===== src/rtl/hazard_pkg.sv =====
// hazard_pkg: shared latency defaults, timer width and a clog2 helper for the hazard scoreboard
package hazard_pkg;
   localparam int DEF_LOAD_LAT = 1;
   localparam int DEF_ALU_LAT  = 2;
   localparam int TIMER_W      = 3;
   function automatic int clog2(input int v);
      int r;
      r = 0;
      for (int i = 0; i < 31; i++)
         if ((1 << i) < v) r = i + 1;
      return r;
   endfunction
endpackage


===== src/rtl/hazard_reg_timer.sv =====
// hazard_reg_timer: per-register result countdown; busy while the count is nonzero
module hazard_reg_timer
   import hazard_pkg::*;
(
   input  logic               clk,
   input  logic               rst,
   input  logic               load,
   input  logic               dec,
   input  logic [TIMER_W-1:0] value,
   output logic               busy
);
   logic [TIMER_W-1:0] cnt;
   always_ff @(posedge clk or posedge rst)
      if (rst) cnt <= '0;
      else     cnt <= load ? value : (dec && busy) ? cnt - TIMER_W'(1) : cnt;
   assign busy = cnt != '0;
endmodule


===== src/rtl/hazard_scoreboard.sv =====
// hazard_scoreboard: RAW/WAW interlock scoreboard with per-register countdown timers.
// Define HAZARD_FORWARD_EN to model ALU forwarding (ALU writers never hold a register busy).
module hazard_scoreboard
   import hazard_pkg::*;
#(
   parameter int REG_W    = 4,
   parameter int LOAD_LAT = DEF_LOAD_LAT,
   parameter int ALU_LAT  = DEF_ALU_LAT
) (
   input  logic                  clk,
   input  logic                  rst,
   input  logic                  id_valid,
   input  logic [REG_W-1:0]      id_rs,
   input  logic [REG_W-1:0]      id_rt,
   input  logic                  id_uses_rs,
   input  logic                  id_uses_rt,
   input  logic [REG_W-1:0]      id_rd,
   input  logic                  id_regwrite,
   input  logic                  id_memread,
   input  logic                  mem_ready,
   input  logic                  flush,
   output logic                  stall_pc,
   output logic                  stall_if_id,
   output logic                  nop,
   output logic [2**REG_W-1:0]   busy_mask,
   output logic [15:0]           stall_count
);
   localparam int NUM_REGS = 2**REG_W;
`ifdef HAZARD_FORWARD_EN
   localparam bit FWD = 1'b1;
`else
   localparam bit FWD = 1'b0;
`endif
   localparam logic [TIMER_W-1:0] LOAD_VAL = TIMER_W'(LOAD_LAT);
   localparam logic [TIMER_W-1:0] ALU_VAL  = FWD ? '0 : TIMER_W'(ALU_LAT);
   logic [NUM_REGS-1:0] busy;
   logic hazard, issue;
   assign busy[0] = 1'b0;
   genvar g;
   for (g = 1; g < NUM_REGS; g++) begin : g_timer
      hazard_reg_timer u_timer (
         .clk   (clk),
         .rst   (rst),
         .load  (issue && id_rd == REG_W'(g)),
         .dec   (mem_ready),
         .value (id_memread ? LOAD_VAL : ALU_VAL),
         .busy  (busy[g])
      );
   end
   assign hazard = ~rst & id_valid & ~flush &
                   ((id_uses_rs & busy[id_rs]) | (id_uses_rt & busy[id_rt]) | (id_regwrite & busy[id_rd]));
   assign issue = id_valid & ~flush & ~hazard & mem_ready & id_regwrite & (id_rd != '0);
   assign stall_pc    = hazard;
   assign stall_if_id = hazard;
   assign nop         = hazard;
   assign busy_mask   = busy;
   always_ff @(posedge clk or posedge rst)
      if (rst)                                   stall_count <= '0;
      else if (hazard && stall_count != 16'hFFFF) stall_count <= stall_count + 16'd1;
endmodule

===== config.mk =====
export PLATFORM = sky130hd
export DESIGN_NAME = hazard_scoreboard
export DESIGN_NICKNAME = d
export VERILOG_FILES = /design/src/rtl/hazard_pkg.sv /design/src/rtl/hazard_reg_timer.sv /design/src/rtl/hazard_scoreboard.sv
export SDC_FILE = /design/constraint.sdc
export NUM_CORES = 1
export LEC_CHECK = 0
export ABC_AREA = 0
export BUFFER_PORTS_ARGS = -buffer_cell sky130_fd_sc_hd__buf_4
export CAP_MARGIN = 20
export CORE_MARGIN = 5
export CORE_UTILIZATION = 50
export CTS_CLUSTER_DIAMETER = 40
export DETAILED_ROUTE_END_ITERATION = 10
export PLACE_DENSITY_LB_ADDON = 0.2
export SKIP_CTS_REPAIR_TIMING = 1
export SLEW_MARGIN = 20
export SYNTH_ARGS = -nofsm -noshare
export SYNTH_HDL_FRONTEND = slang
export SYNTH_HIERARCHICAL = 1
export SYNTH_SLANG_ARGS = --single-unit

===== constraint.sdc =====
create_clock -name clk -period 4.5 [get_ports clk]
set_input_delay 0.9 -clock clk [delete_from_list [all_inputs] [get_ports clk]]
set_output_delay 0.9 -clock clk [all_outputs]
set_load 0.005 [all_outputs]

==> summary.md, run 1 <==
| Metric | Value |
|---|---|
| Total CTS buffers | `9` |
| Commonest non-fill, non-tap cell in the layout | `buf_4` |
| Rel. slew slack | `between 40% and 50%` |
| Number of global-route vias before repair | `between 3,000 and 4,000` |
| Number of synthesized flops with an enable pin | `0` |
| Flop pwr share | `31.4%` |
| Total congestion overflow | `0` |
| HP Class | `reg -> reg` |
| Most used DFF post-synth | `dfrtp_1` |
| Unrepaired setup endpoints after global routing | `no` |
| Clock-pin slew on the worst setup and hold paths | `0.08 ns` |
| Fin crit share | `78.3%` |
| DRT Pass-1 Iters | `5` |
| Net switching power | `between 0.001 and 0.0015 W` |
| Non-filler instance count after layout | `690` |
| # fillers | `741` |
| # rows | `34` |
| Pwr/cell area | `536 nW/um2` |
| Via count | `3,939` |
| DRT iter0 DRCs | `246` |
| ANT nets after route | `0` |
| Synth Register Bits | `61` |
| Tmin final | `3.52 ns` |
| First-pass GRT wire length | `18.7 mm` |
| HPWL Detailed | `~7.7 mm` |
| Clock skew | `between 0.009 and 0.01 ns` |
| Max-slew violations | `0` |
| Core box area | `approximately 8700 um2` |
| Setup TNS Final | `0 ns` |
| F_max | `between 200 and 300 MHz` |
| Hold path startpoint | `stall_count[14]$_DFFE_PP0P_` |
| Fraction of layout cells with a size suffix above 1 | `between 20% and 30%` |
| Initial core utilization | `slightly above 50%` |
| GR met1 Demand/Resource | `27.0%` |
| Area delta synth->final | `19.9%` |
| Placer Congestion | `0.774` |
| Yosys warns | `6` |
| Clk sinks | `61` |
| Logic pwr share | `around half` |
| Pint | `~0.0018 W` |
| Worst-margin pin slew | `roughly 0.83 ns` |
| PnR Total Power | `approximately 0.0029 W` |
| Grt met3 use | `between 4 and 5%` |
| Global routing usage on met2 | `between 30% and 40%` |
| Placed cells | `around 670` |
| RR Endpoint | `g_timer[5].u_timer/cnt[0]$_DFFE_PP0P_` |
| Reg2Reg Depth | `12` |
| Maximum VDD drop | `approximately 0.29 mV` |
| Mapped Area | `~4500 um2` |
| Sw Share | `about two fifths` |
| Crit Reg-Reg Startpoint | `g_timer[14].u_timer/cnt[0]$_DFFE_PP0P_` |
| Ys async rst share | `100%` |
| Final hold slack | `roughly 0.51 ns` |
| Gr busiest metal | `met2` |
| Commonest cells after routing, fill and taps aside | `buf_4, nand2_1, dfrtp_1` |
| Critical path type | `reg -> out` |
| Htree depth | `3` |
| Setup WS post-layout | `about 1 ns` |
| Hold Fails Final Rpt | `0` |
| Data arrival, critical path | `~2.6 ns` |
| Multi-input logic area | `2740 um2` |
| Worst Path Max Fanout | `17` |
| Die area | `roughly 11,000 um2` |
| CTS tree | `done` |
| CP Data Required Time | `roughly 3.6 ns` |
| Seq/Total Area, Yosys | `34.2%` |
| Largest net degree at the start of global routing | `a little over 90` |
| Skew-Pair Late Insertion Delay | `approximately 0.35 ns` |
| Die Y | `~100 um` |
| Reg-to-reg setup timing slack | `1.25 ns` |
| Reg area | `between 1500 and 2000 um2` |
| CTS max path bufs | `2` |
| Clock share of power | `a little under a fifth` |
| Via density | `around 5.7` |
| Startpoint type of the worst setup path | `flop` |
| Setup violations, final | `0` |
| Worst Hold End | `stall_count[14]$_DFFE_PP0P_` |
| IO Pins | `56` |
| Antenna cells | `0` |
| Total GRT Usage | `between 20% and 30%` |
| Worst Hold Depth | `1` |
| DRC | `0` |
| Post-Syn Instances | `490` |
| Placement Setup Slack | `between 1 and 1.5 ns` |
| Lkg Pwr | `2.50 nW` |
| Syn Area/Cell | `about 9 um2` |
| Root buf cell | `clkbuf_8` |
| Synth unique cells | `43` |
| Number of port buffers | `54` |
| Initial antenna violation count | `0` |
| Max-cap check violation count | `0` |
| DRT Wirelength | `10.7 mm` |
| Critical Path End Type | `output port` |
| NumNets Final | `629` |
| Status | `completed` |
| Die Wd | `approximately 100 um` |
| WL per Instance | `~15 um` |
==> power groups by stage <==
stage / Clock (W) / Combinational, W / Sequential [W]
detailed placement: 0 / 0.00142 / 0.000911
global route: 0.000577 / 0.00162 / 0.000930
CTS: 0.000551 / 0.00143 / 0.000901
global placement: 0 / 0.00136 / 0.000897
finish: 0.000545 / 0.00142 / 0.000900
floorplan: 0 / 0.00105 / 0.000882
==> kinds of logic after synthesis <==
| logic type | count (synthesis) | synth area share (%) |
|---|---|---|
| xor+xnor | 15 | 2.95 |
| fa+ha+maj | 31 | 8.70 |
| simple gates | 190 | 25.8 |
| other cells | 1 | 0.0841 |
| buf+inv | 61 | 5.64 |
| flops | 61 | 34.2 |
| compound gates | 115 | 16.9 |
| mux | 16 | 5.64 |
==> how the worst max path moves through the flow <==
stage | from | endpoint | slack (ns) | cells after the start
floorplan | id_rt[2] | stall_if_id | 1.03 | 9
global placement | id_rd[1] | g_timer[5].u_timer/cnt[0]$_DFFE_PP0P_ | 1.10 | 11
detailed placement | id_rd[1] | g_timer[5].u_timer/cnt[0]$_DFFE_PP0P_ | 1.07 | 11
CTS | g_timer[3].u_timer/cnt[0]$_DFFE_PP0P_ | stall_pc | 0.96 | 10
global route | g_timer[14].u_timer/cnt[0]$_DFFE_PP0P_ | stall_pc | 0.81 | 9
finish | g_timer[14].u_timer/cnt[0]$_DFFE_PP0P_ | stall_pc | 0.98 | 9
==> worst max-delay path: stages, from the launching register on <==
cell	delay, ns
dfrtp_1	0.39
inv_1	0.11
ha_1	0.24
nand2b_4	0.12
mux4_2	0.47
o2111ai_1	0.29
nand4_4	0.28
nor2_1	0.17
nor2_1	0.07
buf_4	0.14
==> metrics by stage <==
step	util, %	area [um2]
6_report	61.3	5350
2_1_floorplan	-	4520
3_5_place_dp	58.8	5130
4_1_cts	61.3	5350
5_1_grt	61.3	5350
3_3_place_gp	58.8	5130
==> area by class of cell <==
cell class,count,area share [%]
tap,108,2.53
multi-input combinational,383,51.2
clock inverter,7,1.69
timing repair buffer,73,10.3
sequential,61,28.6
inverter,49,3.44
clock buffer,9,2.32
==> flip-flops by register name (all words and copies together) (netlist names) <==
| signal | count |
|---|---|
| g_timer.u_timer/cnt | 45 |
| stall_count | 16 |
==> cell usage after synthesis, types with 2 or more instances <==
library cell / instances / area share (%)
a211o_1: 15 / 2.9
a21oi_1: 30 / 3.4
a221o_1: 2 / 0.45
a22oi_1: 2 / 0.34
a31o_1: 15 / 2.9
and2_1: 2 / 0.28
and3_1: 9 / 1.3
and4_1: 2 / 0.39
buf_2: 3 / 0.34
buf_4: 3 / 0.51
clkbuf_1: 5 / 0.42
dfrtp_1: 61 / 34
ha_1: 31 / 8.7
inv_1: 49 / 4.1
mux2_2: 2 / 0.51
mux2i_1: 6 / 1.3
mux4_2: 7 / 3.5
nand2_1: 63 / 5.3
nand2b_1: 6 / 0.84
nand2b_4: 15 / 4.6
nand3_1: 30 / 3.4
nand4b_1: 3 / 0.59
nor2_1: 20 / 1.7
nor2b_1: 5 / 0.70
nor4_1: 11 / 1.5
nor4b_1: 4 / 0.79
nor4bb_1: 15 / 3.4
o2111ai_1: 4 / 0.79
o211ai_1: 11 / 1.9
o21ai_0: 2 / 0.22
o21ai_1: 30 / 3.4
or2_2: 2 / 0.28
xnor2_1: 15 / 2.9
==> layer usage <==
metal  up-vias  wire (um)
li1       1924          -
met1      1894       4700
met2       111       5120
met3        10        743
met4         0        103
met5         -          0
(Power assumes the default switching activity.)
==> run 2: changes to the inputs <==
clock period = 2.9 ns   (was 4.5 ns; I/O delays follow)
==> run 2 against run 1 <==
  * The run now ends with setup timing left
  * Non-clock buffer count rose by 32
  * Worst setup slack got worse by 1.1 ns
  * Critical path depth rose by 1
  * Final cell count rose by 4.5%
  * Sequential share of layout area fell by 3.1 points
  * Sequential power rose by 59%
  * Global-route usage rose by 0.97 points
  * Clock-buffer cell count rose by 3
==> summary.md, run 2 (synthesized netlist as in run 1, its figures left out) <==
| Metric | Value |
|---|---|
| Clock-pin slew on the worst setup and hold paths | `0.07 ns` |
| Lkg Pwr | `between 2 and 3 nW` |
| Maximum VDD drop | `0.431 mV` |
| CP Data Required Time | `roughly 2.3 ns` |
| CTS max path bufs | `2` |
| Htree depth | `3` |
| Worst Path Max Fanout | `16` |
| DRC | `0` |
| Setup TNS Final | `-0.222 ns` |
| Violated checks | `setup timing` |
| GR met1 Demand/Resource | `approximately 29%` |
| Die Y | `around 100 um` |
| RR Endpoint | `g_timer[10].u_timer/cnt[0]$_DFFE_PP0P_` |
| PnR Total Power | `~0.005 W` |
| Largest regs | `g_timer.u_timer/cnt (45), stall_count (16)` |
| DRT Wirelength | `~12 mm` |
| Critical path type | `reg -> out` |
| Clock skew | `about 0.0085 ns` |
| CTS tree | `done` |
| Max-slew violations | `0` |
| Total CTS buffers | `9` |
| Die Wd | `roughly 100 um` |
| Critical Path Slowest Stage Cell | `mux4_2` |
| Skew-Pair Late Insertion Delay | `about 0.34 ns` |
| Startpoint type of the worst setup path | `flop` |
| Data arrival, critical path | `between 2 and 2.5 ns` |
| Number of port buffers | `between 50 and 60` |
| Crit path launch | `g_timer[2].u_timer/cnt[0]$_DFFE_PP0P_` |
| F_max | `between 300 and 400 MHz` |
| Largest net degree at the start of global routing | `45` |
| Area delta synth->final | `34.4%` |
| Commonest non-fill, non-tap cell in the layout | `buf_4` |
| Die area | `between 10,000 and 15,000 um2` |
| Worst-margin pin slew | `between 0.6 and 0.7 ns` |
| Reg2Reg Depth | `13` |
| Tmin final | `2.98 ns` |
| DRT Pass-1 Iters | `4` |
| Grt met3 use | `a little under 4%` |
| Status | `finished with violations` |
| Pwr/cell area | `around 840 nW/um2` |
| HP Class | `in -> async` |
| Hold Fails Final Rpt | `0` |
| Global routing usage on met2 | `34.3%` |
| NumNets Final | `around 660` |
| Via count | `~4,000` |
| Total congestion overflow | `0` |
| Antenna cells | `0` |
| Clk sinks | `61` |
| # rows | `34` |
| Gr busiest metal | `met2` |
| Critical path capture point | `nop` |
| Reg-to-reg setup timing slack | `roughly 0.06 ns` |
| Initial antenna violation count | `0` |
| Critical Path End Type | `output port` |
| Number of global-route vias before repair | `3,955` |
| First-pass GRT wire length | `roughly 19 mm` |
| HPWL Detailed | `between 8 and 9 mm` |
| Rel. slew slack | `around 55%` |
| Unrepaired setup endpoints after global routing | `yes` |
| Crit Reg-Reg Startpoint | `g_timer[2].u_timer/cnt[0]$_DFFE_PP0P_` |
| DRT iter0 DRCs | `174` |
| Setup WS post-layout | `-0.0751 ns` |
| IO Pins | `between 50 and 60` |
| Commonest cells after routing, fill and taps aside | `buf_4, nand2_1, dfrtp_1` |
| Final design utilization | `between 60% and 70%` |
| Critical path's largest stage delay | `approximately 0.46 ns` |
| Fraction of layout cells with a size suffix above 1 | `33.9%` |
| Setup violations, final | `3` |
| Final hold slack | `around 0.22 ns` |
| Placer Congestion | `0.829` |
| ANT nets after route | `0` |
| Fin crit share | `103%` |
| Cell Chain, Critical Path | `inv_1 > ha_4 > nand2b_4 > mux4_2 > o21ai_0 > o22ai_2 > buf_6 > nor2_4 > nor2_4 > buf_6` |
| Total GRT Usage | `21.3%` |
| WL per Instance | `approximately 17 um` |
| Core box area | `between 8000 and 9000 um2` |
| Placement Setup Slack | `-0.140 ns` |
| Max reg flops | `45` |
| Via density | `roughly 5.7` |
| Biggest register | `g_timer.u_timer/cnt` |
| Initial core utilization | `about 51%` |
| Max-cap check violation count | `0` |
| Root buf cell | `clkbuf_8` |
==> run 2: critical path, delay by kind of cell (launching register included) <==
kind	cells	cell delay [ns]
simple gates	3	0.25
fa+ha+maj	1	0.17
flops	1	0.38
compound gates	2	0.37
mux	1	0.46
buf+inv	3	0.41
==> run 2: worst min path at each step <==
stage / startpoint / endpoint / slack, ns
final: rst / g_timer[5].u_timer/cnt[2]$_DFFE_PP0P_ / 0.22
after global routing: rst / g_timer[13].u_timer/cnt[0]$_DFFE_PP0P_ / 0.23
after CTS: rst / g_timer[1].u_timer/cnt[2]$_DFFE_PP0P_ / 0.22
after detailed placement: stall_count[14]$_DFFE_PP0P_ / stall_count[14]$_DFFE_PP0P_ / 0.49
after global placement: stall_count[6]$_DFFE_PP0P_ / stall_count[6]$_DFFE_PP0P_ / 0.48
after floorplan: rst / g_timer[10].u_timer/cnt[0]$_DFFE_PP0P_ / 0.33
==> run 2: routing by layer <==
| layer | share of wire [%] | up-vias | wire, um |
|---|---|---|---|
| li1 | - | 1988 | - |
| met1 | 44 | 2006 | 5310 |
| met2 | 48 | 105 | 5810 |
| met3 | 5.4 | 22 | 643 |
| met4 | 1.9 | 0 | 231 |
| met5 | 0 | - | 0 |
==> run 2: final cells by class <==
cell class                 instances  area, um2
fill                             680       2730
tap                              108        135
multi-input combinational        383       3150
clock inverter                     3       20.0
timing repair buffer             105        811
sequential                        61       1530
clock buffer                      12        165
inverter                          49        184
==> run 2: power by group <==
group	internal, W	switching, W	leakage (nW)
combinational	0.00151	0.00137	1.82
clock	0.000374	0.000343	0.0905
sequential	0.00119	0.000239	0.752
total	0.00307	0.00195	2.66
==> run 2: through the flow <==
stage,area [um2],std cells
after floorplan,4670,505
after global placement,5440,695
after detailed placement,5440,695
after CTS,5620,710
after global routing,5990,721
final,5990,721
